$ cat src/rtl/trade_engine_multi.sv
// trade_engine_multi: per-stock buy/sell engine fed by id-tagged price samples.
// Optional macro TRADE_STOP_LOSS_EN adds a STOP_DROP stop-loss sell rule.
// Ports: clk, rst (sync, active-high); in_valid/in_ready/in_stock_id/in_price
//   sample stream; out_valid/out_ready/out_buy/out_sell/out_stock_id/out_price
//   trade stream; profit (signed, saturating), holding (per-stock position),
//   trade_count (wrapping event count), drop_pulse (invalid id consumed).
module trade_engine_multi #(
    parameter int NUM_STOCKS = 4,
    parameter int PRICE_W = 16,
    parameter int PROFIT_W = 24,
    parameter logic [PRICE_W-1:0] BUY_DROP = 16'd8,
    parameter logic [PRICE_W-1:0] SELL_RISE = 16'd8,
`ifdef TRADE_STOP_LOSS_EN
    parameter logic [PRICE_W-1:0] STOP_DROP = 16'd16,
`endif
    localparam int ID_W = (NUM_STOCKS > 1) ? $clog2(NUM_STOCKS) : 1
) (
    input  logic                       clk,
    input  logic                       rst,
    input  logic                       in_valid,
    output logic                       in_ready,
    input  logic [ID_W-1:0]            in_stock_id,
    input  logic [PRICE_W-1:0]         in_price,
    output logic                       out_valid,
    input  logic                       out_ready,
    output logic                       out_buy,
    output logic                       out_sell,
    output logic [ID_W-1:0]            out_stock_id,
    output logic [PRICE_W-1:0]         out_price,
    output logic signed [PROFIT_W-1:0] profit,
    output logic [NUM_STOCKS-1:0]      holding,
    output logic [15:0]                trade_count,
    output logic                       drop_pulse
);

    // Storage covers every encodable id so reads never go out of range.
    localparam int DEPTH = 1 << ID_W;
    localparam int PW1 = PRICE_W + 1;
    localparam int FW1 = PROFIT_W + 1;

    typedef enum logic [1:0] {IDLE, EVAL, EMIT} state_t;

    state_t state, state_nx;

    logic [ID_W-1:0]    lat_id;
    logic [PRICE_W-1:0] lat_price;
    logic [PRICE_W-1:0] last_price [DEPTH];
    logic [PRICE_W-1:0] buy_price [DEPTH];
    logic [DEPTH-1:0]   has_last;
    logic [DEPTH-1:0]   held;
    logic               evt_buy;

    logic                id_ok;
    logic                do_buy;
    logic                do_sell;
    logic                do_stop;
    logic                do_exit;
    logic [PW1-1:0]      lp;
    logic [PW1-1:0]      pr;
    logic [PW1-1:0]      bp;
    logic [PW1-1:0]      delta;
    logic [FW1-1:0]      delta_x;
    logic [FW1-1:0]      sum;
    logic [PROFIT_W-1:0] profit_nx;

    assign id_ok   = int'(lat_id) < NUM_STOCKS;
    assign holding = held[NUM_STOCKS-1:0];
    assign out_buy  = out_valid & evt_buy;
    assign out_sell = out_valid & ~evt_buy;

    // Decision datapath; compares run one bit wider than prices.
    always_comb begin
        lp = {1'b0, last_price[lat_id]};
        pr = {1'b0, lat_price};
        bp = {1'b0, buy_price[lat_id]};
        do_buy  = 1'b0;
        do_sell = 1'b0;
        do_stop = 1'b0;
        if (state == EVAL && id_ok && has_last[lat_id]) begin
            do_buy  = !held[lat_id] && lp >= pr
                      && (lp - pr) >= {1'b0, BUY_DROP};
            do_sell = held[lat_id]
                      && pr >= bp + {1'b0, SELL_RISE};
`ifdef TRADE_STOP_LOSS_EN
            do_stop = held[lat_id] && bp >= pr
                      && (bp - pr) >= {1'b0, STOP_DROP};
`endif
        end
        do_exit = do_sell | do_stop;

        // Gain and stop-loss both reduce to price - entry as a signed value.
        delta   = pr - bp;
        delta_x = {{(FW1 - PW1){delta[PRICE_W]}}, delta};
        sum     = {profit[PROFIT_W-1], profit} + delta_x;
        if (sum[PROFIT_W] != sum[PROFIT_W-1]) begin
            profit_nx = sum[PROFIT_W]
                      ? {1'b1, {(PROFIT_W-1){1'b0}}}
                      : {1'b0, {(PROFIT_W-1){1'b1}}};
        end else begin
            profit_nx = sum[PROFIT_W-1:0];
        end
    end

    always_ff @(posedge clk) begin
        if (rst) state <= IDLE;
        else     state <= state_nx;
    end

    always_comb begin
        state_nx   = state;
        in_ready   = 1'b0;
        out_valid  = 1'b0;
        drop_pulse = 1'b0;
        unique case (state)
            IDLE: begin
                in_ready = !rst;
                if (in_valid) state_nx = EVAL;
            end
            EVAL: begin
                drop_pulse = !id_ok;
                state_nx   = (do_buy || do_exit) ? EMIT : IDLE;
            end
            EMIT: begin
                out_valid = 1'b1;
                if (out_ready) state_nx = IDLE;
            end
            default: state_nx = IDLE;
        endcase
    end

    always_ff @(posedge clk) begin
        if (rst) begin
            lat_id       <= '0;
            lat_price    <= '0;
            has_last     <= '0;
            held         <= '0;
            evt_buy      <= 1'b0;
            out_stock_id <= '0;
            out_price    <= '0;
            profit       <= '0;
            trade_count  <= '0;
            for (int i = 0; i < DEPTH; i++) begin
                last_price[i] <= '0;
                buy_price[i]  <= '0;
            end
        end else begin
            if (state == IDLE && in_valid) begin
                lat_id    <= in_stock_id;
                lat_price <= in_price;
            end
            if (state == EVAL && id_ok) begin
                last_price[lat_id] <= lat_price;
                has_last[lat_id]   <= 1'b1;
                if (do_buy) begin
                    held[lat_id]      <= 1'b1;
                    buy_price[lat_id] <= lat_price;
                end
                if (do_exit) begin
                    held[lat_id] <= 1'b0;
                    profit       <= profit_nx;
                end
                if (do_buy || do_exit) begin
                    evt_buy      <= do_buy;
                    out_stock_id <= lat_id;
                    out_price    <= lat_price;
                end
            end
            if (out_valid && out_ready) trade_count <= trade_count + 16'd1;
        end
    end

endmodule
$ cat config.mk
export PLATFORM = sky130hd
export DESIGN_NAME = trade_engine_multi
export DESIGN_NICKNAME = d
export VERILOG_FILES = /design/src/rtl/trade_engine_multi.sv
export SDC_FILE = /design/constraint.sdc
export NUM_CORES = 1
export LEC_CHECK = 0
export ABC_AREA = 0
export CORE_UTILIZATION = 45
export DETAILED_ROUTE_END_ITERATION = 12
export SLEW_MARGIN = 20
export SYNTH_ARGS = -nofsm -noshare
export SYNTH_HDL_FRONTEND = slang
export SYNTH_SLANG_ARGS = --single-unit
$ cat constraint.sdc
create_clock -name clk -period 8.5 [get_ports clk]
set_input_delay 1.275 -clock clk [delete_from_list [all_inputs] [get_ports clk]]
set_output_delay 1.275 -clock clk [all_outputs]
set_load 0.005 [all_outputs]
==> flow_summary.ini <==
[sta]
layout_worst_path_cycle_share = 0.7407
timing_worst_slew_pin_value_ns = 0.9917
timing_max_transition_violations_final = 0
hold_violations = 0
report.final.setup_viol = 0
final.setup_skew_ns = 0.01538
period_minus_slack_ns = 6.296
achievable-frequency_mhz = 158.8
rsz_0062_raised_after_global_routing = false
totalNegativeSetupSlack_ns = 0
max_slew_margin = 0.3389

[floorplanning]
die_y_um = 167.8
floorplan.io_pins = 89
placeableCoreArea_um2 = 26950
die_extent_in_x_um = 167.8
initial_utilization = 0.4590
full_die_area_um2 = 28160
row_count = 60

[placement]
post_dp_cell_area_um2 = 13580
global_placer_s_final_weighted_congestion = 0.8790
detailedPlacementHpwl_mm = 21.97
placement.io_buffers = 87

[synth]
netlist_instances = 1166
mean_instance_size_in_the_synthesized_netlist_um2 = 10.61
synth_nets = 1261
synth-async-reset-ratio = 0
synth_cell_type_count = 80
synth-main-ff-cell = edfxtp_1
synth_area_um2 = 12370
seq_area_frac_synth = 0.4547
synthesis_stage_register_bit_count = 217
yosys_warnings = 0
synth_enable_flop_cells = 128

[route]
drt-vias-per-instance = 5.588
residual_drc_count = 0
drt_pre_antenna_iters = 5
dr_total_vias = 8958
route.final.wire_length_mm = 32.18
detail-route-antenna-nets = 0
wl_per_cell_um = 20.08
initial_drt_markers = 634

[finish]
antennaDiodeCount = 0
finish.net_count = 1339
drive_gt1_frac = 0.1300
areaGrowthSynthToFinish_pct = 16.97
design_area_um2 = 14470

[clocking]
tritoncts = yes
numCtsBuffers = 24
worst_skew_pair.late_latency_ns = 0.54
cts.reportedPaths.clkPinSlew_ns = 0.07
h_tree_depth_reported_by_cts = 1
cts_hold_buffers = 0
clock-root-buffer = clkbuf_16
postCtsSetupRepairBufs = 0
clk_path_buf_depth = 3
post_cts.resized_instances = 0
clock_sinks = 217

[worst_setup_path]
max_incr_delay_on_cp_ns = 0.73
critical_path.most_common_cell = a21oi_1
setup.worst_path.start_class = flop
slowest_stage = dfxtp_2
critPathArrivalTime_ns = 6.68
crit_path_max_fanout = 19
critPathKind = reg -> reg
crit_chain = mux4_2, ha_1, fa_1, nor2b_1, o21ai_0, a21boi_0, o21ai_0, a21oi_1, nand4_1, a31oi_1, a311oi_1, o21a_1, ha_1, a21o_1, a21o_1, a21oi_1, and2_1, a21oi_1, nor3_2, buf_4, maj3_2, a21oi_1
crit_required_ns = 8.89
worst_setup_path_end_kind = flop

[power_and_ir_drop]
p_total_mw = 2.832
peak_ir_drop_on_the_vdd_network_mv = 0.1448
leakagePower_nw = 5.651
cellPowerDensity_nw_per_um2 = 195.7

[global_route]
grt_use_total = 0.2295
global_route.overflow_total = 0
first_global_vias = 8756
grt_max_degree = 70
grt_first_pass_wirelength_mm = 50.24
number_of_antenna_violations_at_the_first_check_in_global_routing = 0

[run_status]
outcome = complete, no violations

[hold_path]
worst_hold_path_type = reg -> reg

[job]
cap_violations = 0
[placed cells by master, fill, tap and decap left out, types with 4 or more instances in the layout]
master	instances
a2111oi_4	4
a21o_1	15
a21oi_1	76
a21oi_2	10
a221oi_1	5
a31oi_1	10
and2_1	89
and3_1	30
buf_4	23
clkbuf_16	28
clkdlybuf4s50_1	86
dfxtp_1	88
edfxtp_1	128
ha_1	71
inv_1	57
maj3_2	20
mux2i_1	23
mux4_2	33
nand2_1	112
nand2b_1	8
nand3_1	20
nand4_1	7
nor2_1	51
nor2b_1	9
nor3_1	39
o211ai_1	9
o21a_1	7
o21ai_0	40
o21ai_1	7
o21bai_1	6
or2_2	5
or3_1	5
xnor2_1	36
xor2_1	24
[through the flow]
step | worst slack (ns) | hold slack [ns] | utilization | std cells
after floorplan | 2.575 | 0.4211 | - | 1166
after global placement | 2.083 | 0.4321 | 0.5039 | 1559
after detailed placement | 1.989 | 0.4374 | 0.5039 | 1559
after CTS | 1.939 | 0.4524 | 0.5366 | 1603
after global routing | 1.585 | 0.4745 | 0.5369 | 1603
final | 2.204 | 0.4507 | 0.5369 | 1603
[worst max-delay path, delay by kind of cell (launching register included)]
kind | cells | cell delay (ns)
buffers and inverters | 1 | 0.35
DFF | 1 | 0.73
and+or+nand+nor | 4 | 0.86
muxes | 1 | 0.58
adders and majority gates | 4 | 1.29
AOI/OAI and AO/OA | 12 | 2.34
[synthesized netlist by cell type, types with 6 or more instances]
library cell,number,area share
a21o_1,15,0.0091
a21oi_1,76,0.031
a21oi_2,10,0.0071
a31oi_1,10,0.0051
and2_1,89,0.045
and3_1,30,0.015
buf_2,7,0.0028
clkbuf_1,41,0.012
dfxtp_1,89,0.14
edfxtp_1,128,0.31
ha_1,71,0.072
inv_1,58,0.018
maj3_2,20,0.018
mux2i_1,23,0.019
mux4_2,33,0.060
nand2_1,112,0.034
nand2b_1,8,0.0040
nand3_1,20,0.0081
nand4_1,7,0.0035
nor2_1,52,0.016
nor2b_1,9,0.0046
nor3_1,39,0.016
o211ai_1,9,0.0055
o21a_1,7,0.0042
o21ai_0,40,0.016
o21ai_1,7,0.0028
o21bai_1,6,0.0036
xnor2_1,36,0.025
xor2_1,24,0.017
[power by group]
group          internal, mW  switching, mW  leakage, nW
Sequential             1.14         0.0190         2.04
Clock                 0.679          0.460        0.433
Combinational         0.219          0.313         3.17
[registers in the layout, indices dropped and copies added (netlist names), 2 cells and up, named ones only]
| signal | flops |
|---|---|
| buy_price | 64 |
| last_price | 64 |
| profit | 24 |
| lat_price | 16 |
| out_price | 16 |
| trade_count | 16 |
| has_last | 4 |
| holding | 4 |
| lat_id | 2 |
| out_stock_id | 2 |
| state | 2 |
[area by class of cell]
type	count	area, um^2
fillers	2373	12480
multi-input cells	832	6276
flip-flops and latches	217	5627
repair buffers	110	1039
clock buffers	31	735.7
well taps	341	426.7
inverters	59	221.5
clock inverters	13	145.1
[worst paths after layout]
path | start | to | slack (ns) | depth (start not counted)
hold / removal | has_last[2] | has_last[2] | 0.45 | 1
setup / recovery | flop | profit[6] | 2.20 | 22
hold reg to reg | has_last[2] | has_last[2] | 0.45 | 1
setup reg to reg | flop | profit[6] | 2.20 | 22
[layer usage]
metal  track usage  vias to the layer above  wire length (um)
met5             0                        -                 0
met4       0.05465                        0               649
met3       0.03362                       39              1699
met2        0.3678                      230             14410
met1        0.3273                     4323             15420
li1              -                     4366                 -
[logic make-up (layout without fill, tap and decap cells)]
| group | Yosys count | count (layout) | share of synthesized area |
|---|---|---|---|
| AOI/OAI and AO/OA | 223 | 223 | 0.1225 |
| other | 1 | 1 | 0.0003031 |
| buffers and inverters | 117 | 213 | 0.03985 |
| and+or+nand+nor | 396 | 396 | 0.1657 |
| muxes | 57 | 57 | 0.07960 |
| adders and majority gates | 95 | 95 | 0.09487 |
| DFF | 217 | 217 | 0.4547 |
| xor gates and xnor gates | 60 | 60 | 0.04248 |
Note: power is estimated with default switching activity, not from simulation.
